===== config.mk =====
export PLATFORM = sky130hd
export DESIGN_NAME = rc_filter_multichannel
export DESIGN_NICKNAME = d
export VERILOG_FILES = /design/src/rtl/rc_filter_pkg.sv /design/src/rtl/rc_filter_datapath.sv /design/src/rtl/rc_filter_multichannel.sv
export SDC_FILE = /design/constraint.sdc
export NUM_CORES = 2
export LEC_CHECK = 0
export ABC_CLOCK_PERIOD_IN_PS = 15400
export CORE_MARGIN = 5
export CORE_UTILIZATION = 25
export CTS_CLUSTER_DIAMETER = 200
export DETAILED_ROUTE_END_ITERATION = 6
export PLACE_DENSITY = 0.36
export SYNTH_ARGS = -nofsm -noshare
export SYNTH_HDL_FRONTEND = slang
export SYNTH_SLANG_ARGS = --single-unit

===== constraint.sdc =====
create_clock -name clk -period 15.4 [get_ports clk]
set_input_delay 4.62 -clock clk [delete_from_list [all_inputs] [get_ports clk]]
set_output_delay 4.62 -clock clk [all_outputs]
set_load 0.05 [all_outputs]

===== src/rtl/rc_filter_pkg.sv =====
// Shared types and helpers for the multichannel RC filter.
// Holds the accumulator width rule, the frame FSM states, the
// saturation helpers and the reset-coefficient calculation.
package rc_filter_pkg;

    typedef enum logic [1:0] {
        IDLE,
        RUN,
        DONE
    } state_e;

    function automatic int acc_width(input int data_w, input int coef_w);
        return data_w + coef_w - 1;
    endfunction

    // Clamp a wide signed value to the range of a w-bit signed number.
    function automatic logic signed [63:0] sat_w(input logic signed [63:0] v, input int w);
        logic signed [63:0] hi;
        logic signed [63:0] lo;
        hi = (64'sd1 <<< (w - 1)) - 64'sd1;
        lo = -hi - 64'sd1;
        if (v > hi) return hi;
        if (v < lo) return lo;
        return v;
    endfunction

    function automatic logic signed [63:0] sat_acc(input logic signed [63:0] v, input int acc_w);
        return sat_w(v, acc_w);
    endfunction

    function automatic logic signed [63:0] sat_data(input logic signed [63:0] v, input int data_w);
        return sat_w(v, data_w);
    endfunction

    // round(2^(coef_w-1) / (1 + R*C*fs)), the discrete RC smoothing factor.
    function automatic int reset_coef(input real r, input real c, input real fs, input int coef_w);
        real one;
        real v;
        one = real'(longint'(1) << (coef_w - 1));
        v   = one / (1.0 + r * c * fs);
        return $rtoi(v + 0.5);
    endfunction

endpackage


===== src/rtl/rc_filter_datapath.sv =====
// One RC section update, evaluated for whichever channel the FSM selects.
// Ports:
//   x_i    : current input sample (signed)
//   acc_i  : channel accumulator before the update
//   coef_i : unsigned Q1.(COEF_WIDTH-1) coefficient
//   hp_i   : 0 = low-pass result, 1 = high-pass result
//   acc_o  : saturated accumulator after the update
//   res_o  : channel output sample
module rc_filter_datapath
    import rc_filter_pkg::*;
#(
    parameter int DATA_WIDTH = 16,
    parameter int COEF_WIDTH = 16,
    localparam int ACC_W = acc_width(DATA_WIDTH, COEF_WIDTH)
) (
    input  logic signed [DATA_WIDTH-1:0] x_i,
    input  logic signed [ACC_W-1:0]      acc_i,
    input  logic        [COEF_WIDTH-1:0] coef_i,
    input  logic                         hp_i,
    output logic signed [ACC_W-1:0]      acc_o,
    output logic signed [DATA_WIDTH-1:0] res_o
);

    localparam int PROD_W = DATA_WIDTH + COEF_WIDTH + 2;
    localparam int SUM_W  = PROD_W + 1;

    logic signed [DATA_WIDTH-1:0] y_old;
    logic signed [DATA_WIDTH-1:0] y_new;
    logic signed [DATA_WIDTH:0]   diff;
    logic signed [DATA_WIDTH:0]   hp_diff;
    logic signed [PROD_W-1:0]     prod;
    logic signed [SUM_W-1:0]      sum;

    always_comb begin
        y_old   = DATA_WIDTH'(acc_i >>> (COEF_WIDTH - 1));
        diff    = (DATA_WIDTH + 1)'(x_i) - (DATA_WIDTH + 1)'(y_old);
        // Zero-extended coefficient keeps values >= 1.0 positive.
        prod    = signed'({1'b0, coef_i}) * diff;
        sum     = SUM_W'(acc_i) + SUM_W'(prod);
        acc_o   = ACC_W'(sat_acc(64'(sum), ACC_W));
        y_new   = DATA_WIDTH'(acc_o >>> (COEF_WIDTH - 1));
        hp_diff = (DATA_WIDTH + 1)'(x_i) - (DATA_WIDTH + 1)'(y_new);
        res_o   = hp_i ? DATA_WIDTH'(sat_data(64'(hp_diff), DATA_WIDTH)) : y_new;
    end

endmodule


===== src/rtl/rc_filter_multichannel.sv =====
// Time-multiplexed bank of first-order RC low/high-pass sections.
// One frame per audio_clk_en: inputs are snapshotted, channels are
// processed one per clock through a shared datapath, then all outputs
// update together with a one-cycle out_valid.
// Ports:
//   clk, I_RSTn         : clock, asynchronous active-low reset
//   audio_clk_en        : frame strobe
//   in / out            : packed signed samples, lane k at [k*DATA_WIDTH +: DATA_WIDTH]
//   out_valid           : pulse when out has been refreshed
//   busy                : frame in progress
//   overrun             : strobe arrived while busy (dropped)
//   cfg_we/ch/coef/hp   : per-channel coefficient and mode write port
module rc_filter_multichannel
    import rc_filter_pkg::*;
#(
    parameter int  CHANNELS    = 4,
    parameter int  DATA_WIDTH  = 16,
    parameter int  COEF_WIDTH  = 16,
    parameter int  SAMPLE_RATE = 48000,
    parameter real R           = 47000.0,
    parameter real C           = 47e-9
) (
    input  logic                                       clk,
    input  logic                                       I_RSTn,
    input  logic                                       audio_clk_en,
    input  logic [CHANNELS*DATA_WIDTH-1:0]             in,
    output logic [CHANNELS*DATA_WIDTH-1:0]             out,
    output logic                                       out_valid,
    output logic                                       busy,
    output logic                                       overrun,
    input  logic                                       cfg_we,
    input  logic [(CHANNELS > 1 ? $clog2(CHANNELS) : 1)-1:0] cfg_ch,
    input  logic [COEF_WIDTH-1:0]                      cfg_coef,
    input  logic                                       cfg_hp
);

    localparam int CH_W  = (CHANNELS > 1) ? $clog2(CHANNELS) : 1;
    localparam int ACC_W = acc_width(DATA_WIDTH, COEF_WIDTH);
    localparam logic [COEF_WIDTH-1:0] RST_COEF =
        COEF_WIDTH'(reset_coef(R, C, real'(SAMPLE_RATE), COEF_WIDTH));

    state_e                       state_q, state_d;
    logic [CH_W-1:0]              ch_q, ch_d;
    logic                         snap_en;
    logic                         out_valid_q;
    logic [CHANNELS*DATA_WIDTH-1:0] out_q;

    logic signed [DATA_WIDTH-1:0] in_q   [CHANNELS];
    logic signed [ACC_W-1:0]      acc_q  [CHANNELS];
    logic signed [DATA_WIDTH-1:0] res_q  [CHANNELS];
    logic        [COEF_WIDTH-1:0] coef_q [CHANNELS];
    logic                         hp_q   [CHANNELS];

    logic signed [DATA_WIDTH-1:0] x_cur;
    logic signed [DATA_WIDTH-1:0] res_cur;
    logic signed [ACC_W-1:0]      acc_cur;
    logic signed [ACC_W-1:0]      acc_nxt;
    logic                         cfg_ok;

    assign x_cur   = in_q[ch_q];
    assign acc_cur = acc_q[ch_q];
    assign cfg_ok  = cfg_we && (int'(cfg_ch) < CHANNELS);

    rc_filter_datapath #(
        .DATA_WIDTH (DATA_WIDTH),
        .COEF_WIDTH (COEF_WIDTH)
    ) u_datapath (
        .x_i    (x_cur),
        .acc_i  (acc_cur),
        .coef_i (coef_q[ch_q]),
        .hp_i   (hp_q[ch_q]),
        .acc_o  (acc_nxt),
        .res_o  (res_cur)
    );

    always_comb begin
        state_d = state_q;
        ch_d    = ch_q;
        snap_en = 1'b0;
        case (state_q)
            IDLE: begin
                if (audio_clk_en) begin
                    state_d = RUN;
                    ch_d    = '0;
                    snap_en = 1'b1;
                end
            end
            RUN: begin
                if (ch_q == CH_W'(CHANNELS - 1)) begin
                    state_d = DONE;
                end else begin
                    ch_d = ch_q + CH_W'(1);
                end
            end
            DONE:    state_d = IDLE;
            default: state_d = IDLE;
        endcase
    end

    always_ff @(posedge clk or negedge I_RSTn) begin
        if (!I_RSTn) begin
            state_q     <= IDLE;
            ch_q        <= '0;
            out_valid_q <= 1'b0;
            out_q       <= '0;
            for (int k = 0; k < CHANNELS; k++) begin
                in_q[k]   <= '0;
                acc_q[k]  <= '0;
                res_q[k]  <= '0;
                coef_q[k] <= RST_COEF;
                hp_q[k]   <= 1'b0;
            end
        end else begin
            state_q     <= state_d;
            ch_q        <= ch_d;
            out_valid_q <= (state_q == DONE);
            if (snap_en) begin
                for (int k = 0; k < CHANNELS; k++) begin
                    in_q[k] <= signed'(in[k*DATA_WIDTH +: DATA_WIDTH]);
                end
            end
            if (state_q == RUN) begin
                acc_q[ch_q] <= acc_nxt;
                res_q[ch_q] <= res_cur;
            end
            if (state_q == DONE) begin
                for (int k = 0; k < CHANNELS; k++) begin
                    out_q[k*DATA_WIDTH +: DATA_WIDTH] <= res_q[k];
                end
            end
            // The datapath reads the pre-edge value, so a write to the
            // channel being processed only takes effect next frame.
            if (cfg_ok) begin
                coef_q[cfg_ch] <= cfg_coef;
                hp_q[cfg_ch]   <= cfg_hp;
            end
        end
    end

    assign out       = out_q;
    assign out_valid = out_valid_q;
    assign busy      = (state_q != IDLE);
    assign overrun   = audio_clk_en && (state_q != IDLE);

endmodule


==> summary.md <==
| Metric | Value |
|---|---|
| Footprint of the multi-input gates | `16800 sq um` |
| Async S/R FF share, synth | `1.00` |
| Die height | `347 microns` |
| Arrival time of the worst setup path | `14.63 ns` |
| Max Clock Freq | `70.5 MHz` |
| Slowest CP cell | `dfrtp_4` |
| R2R depth | `36` |
| Gr usage total | `0.148` |
| Main synth FF type | `dfrtp_1` |
| Routed Antenna Nets | `0` |
| CTS tree | `built` |
| Final Max Tran Viols | `0` |
| Setup TNS | `0 ns` |
| DR vias | `20423` |
| Vias in the first global route | `22269` |
| EDFF count, synth | `0` |
| First-pass GRT wire length | `139 mm` |
| CP Class | `reg -> reg` |
| Vias per std cell | `4.56` |
| Post-Syn Area per Cell | `10.1 sq um` |
| Layout cell share with drive strength beyond 1 | `0.134` |
| Fin crit share | `0.921` |
| Clk root buf | `clkbuf_16` |
| Cell Area, Synth | `28500 sq um` |
| Final hold vios | `0` |
| RSZ-0062 raised after global routing | `false` |
| DRT Pass-1 Iters | `5` |
| Final wirelength | `89.7 mm` |
| CTS Buf Count | `47` |
| Average wire per standard cell | `20.0 microns` |
| Initial Util | `0.252` |
| Area leader, netlist | `dfrtp_1` |
| Commonest non-fill, non-tap cell in the layout | `nand2_1` |
| CP endpoint kind | `flip-flop` |
| CP startpoint kind | `flip-flop` |
| Fillers | `11698` |
| Register area share after synthesis | `0.343` |
| Syn-to-layout area delta | `17.2%` |
| Die Span X | `347 microns` |
| Register Area | `9760 sq um` |
| WP data required | `15.84 ns` |
| Tmin final | `14.19 ns` |
| Grt ovf | `0` |
| Top post-synthesis cells by area | `dfrtp_1, fa_1, nand2_1` |
| Worst hold path stage count | `2` |
| Clk_skew | `0.0231 ns` |
| Seq cells post-synth | `389` |
| Clock Path Buffers | `3` |
| Core area | `113000 sq um` |
| Post-DP HPWL | `67.5 mm` |
| Ys Warns | `0` |
| Syn Inst Count | `2830` |
| Number of antenna violations at the first check in global routing | `4` |
| Slowest stage delay, CP | `0.90 ns` |
| Worst-path clk slew | `0.06 ns` |
| Die ar. | `121000 sq um` |
| Worst Hold Class | `reg -> reg` |
| I/O pin cnt | `154` |
| IO buf count | `153` |
| Slew at the pin with the worst max-slew slack | `1.14 ns` |
| CTS Sinks | `389` |
| Fin nets | `3431` |
| Final-report setup violation count | `0` |
| Max Cap Viol | `0` |
| Critical Path Fanout Max | `37` |
| Routability cong. | `0.826` |
| Status | `completed` |
| Relative slew margins | `0.240` |
| H-tree levels | `2` |
| Netlist cell types | `69` |
| # rows | `123` |
| Mapped Nets | `3323` |
| CP dominant cell by count | `fa_1` |
| Top-area cell type share of the netlist area | `0.328` |
| Highest-count cells in the layout ignoring fill and taps | `nand2_1, inv_1, dfrtp_1` |
| Largest net degree at the start of global routing | `155` |
| Worst-Skew Late Latency | `0.60 ns` |
| Iter 0 DRT Violations | `971` |
| DR DRC count | `0` |
-- worst max-delay path: cells and delay by family, from the launching register on --
kind	cells	cell delay, ns
flip-flops	1	0.90
buffers and inverters	6	0.99
AND/OR/NAND/NOR	7	2.45
adder cells (fa/ha/maj)	9	4.03
AO/OA/AOI/OAI	13	4.97
multiplexers	1	0.58
-- registers in the layout, summed over array words and instances (netlist names) --
signal / flops
out: 64
acc_q: 124
hp_q: 4
in_q: 64
ch_q: 2
state_q: 2
out_valid: 1
res_q: 64
coef_q: 64
-- worst paths after layout --
path / from / to / slack (ns)
setup / recovery: ch_q[0] / res_q[15] / 1.21
hold / removal: acc_q[120] / acc_q[120] / 0.48
max in group asynchronous: I_RSTn / coef_q[13] / 9.80
setup reg to reg: ch_q[0] / res_q[15] / 1.21
min in group asynchronous: I_RSTn / acc_q[28] / 4.06
hold reg to reg: acc_q[120] / acc_q[120] / 0.48
-- per-layer routing --
metal  vias to the layer above  GRT usage  routed length [microns]
li1                       9409          -                        -
met1                     10515      0.196                    39800
met2                       397      0.251                    43400
met3                       102     0.0262                     4050
met4                         0     0.0386                     2340
met5                         -          0                        0
-- layout make-up --
class	count	share of cell area
Antenna cell	1	0.0000750
Clock buffer	69	0.0413
Clock inverter	18	0.00784
Inverter	398	0.0448
Multi-Input combinational cell	1913	0.502
Sequential cell	389	0.293
Tap cell	1500	0.0563
Timing Repair Buffer	189	0.0545
-- metrics by stage --
step	instances	hold slack, ns	setup slack [ns]	instance area, sq um	util
CTS	4471	0.480	0.681	33300	0.295
global placement	4384	0.456	1.05	31700	0.281
floorplan	2830	0.439	1.96	28500	-
detailed placement	4384	0.461	0.724	31700	0.281
global route	4476	0.492	0.173	33300	0.296
finish	4477	0.475	1.21	33400	0.296
-- cells in the mapped netlist (15+ instances only) --
cell,n
fa_1,246
o21a_1,17
nand2b_1,43
dfrtp_1,373
dfstp_2,16
o21ai_0,163
mux4_2,61
a21oi_1,51
nand2_1,551
nand3_1,21
o21ai_1,17
xor2_1,20
and2_1,53
and3_1,19
a21o_1,19
ha_1,160
nor2_1,90
nor2b_1,19
xnor2_1,23
mux2_2,169
inv_1,396
clkbuf_1,114
a22oi_1,15
nor3_1,23
-- cell families after synthesis --
kind of cell,Yosys count,synth area share
DFF,389,0.343
adders and majority gates,406,0.243
muxes,236,0.117
xor gates and xnor gates,44,0.0138
buffers and inverters,528,0.0701
AOI/OAI and AO/OA,372,0.0821
and+or+nand+nor,855,0.130
-- repair_timing --
action,CTS,global route
setup endpoints to repair,0,64
resized for setup,0,2
buffers inserted,0,5
hold buffers,0,0
Power is not shown: default switching activity piles up to over one toggle a cycle in this logic, so the estimate is an artifact.
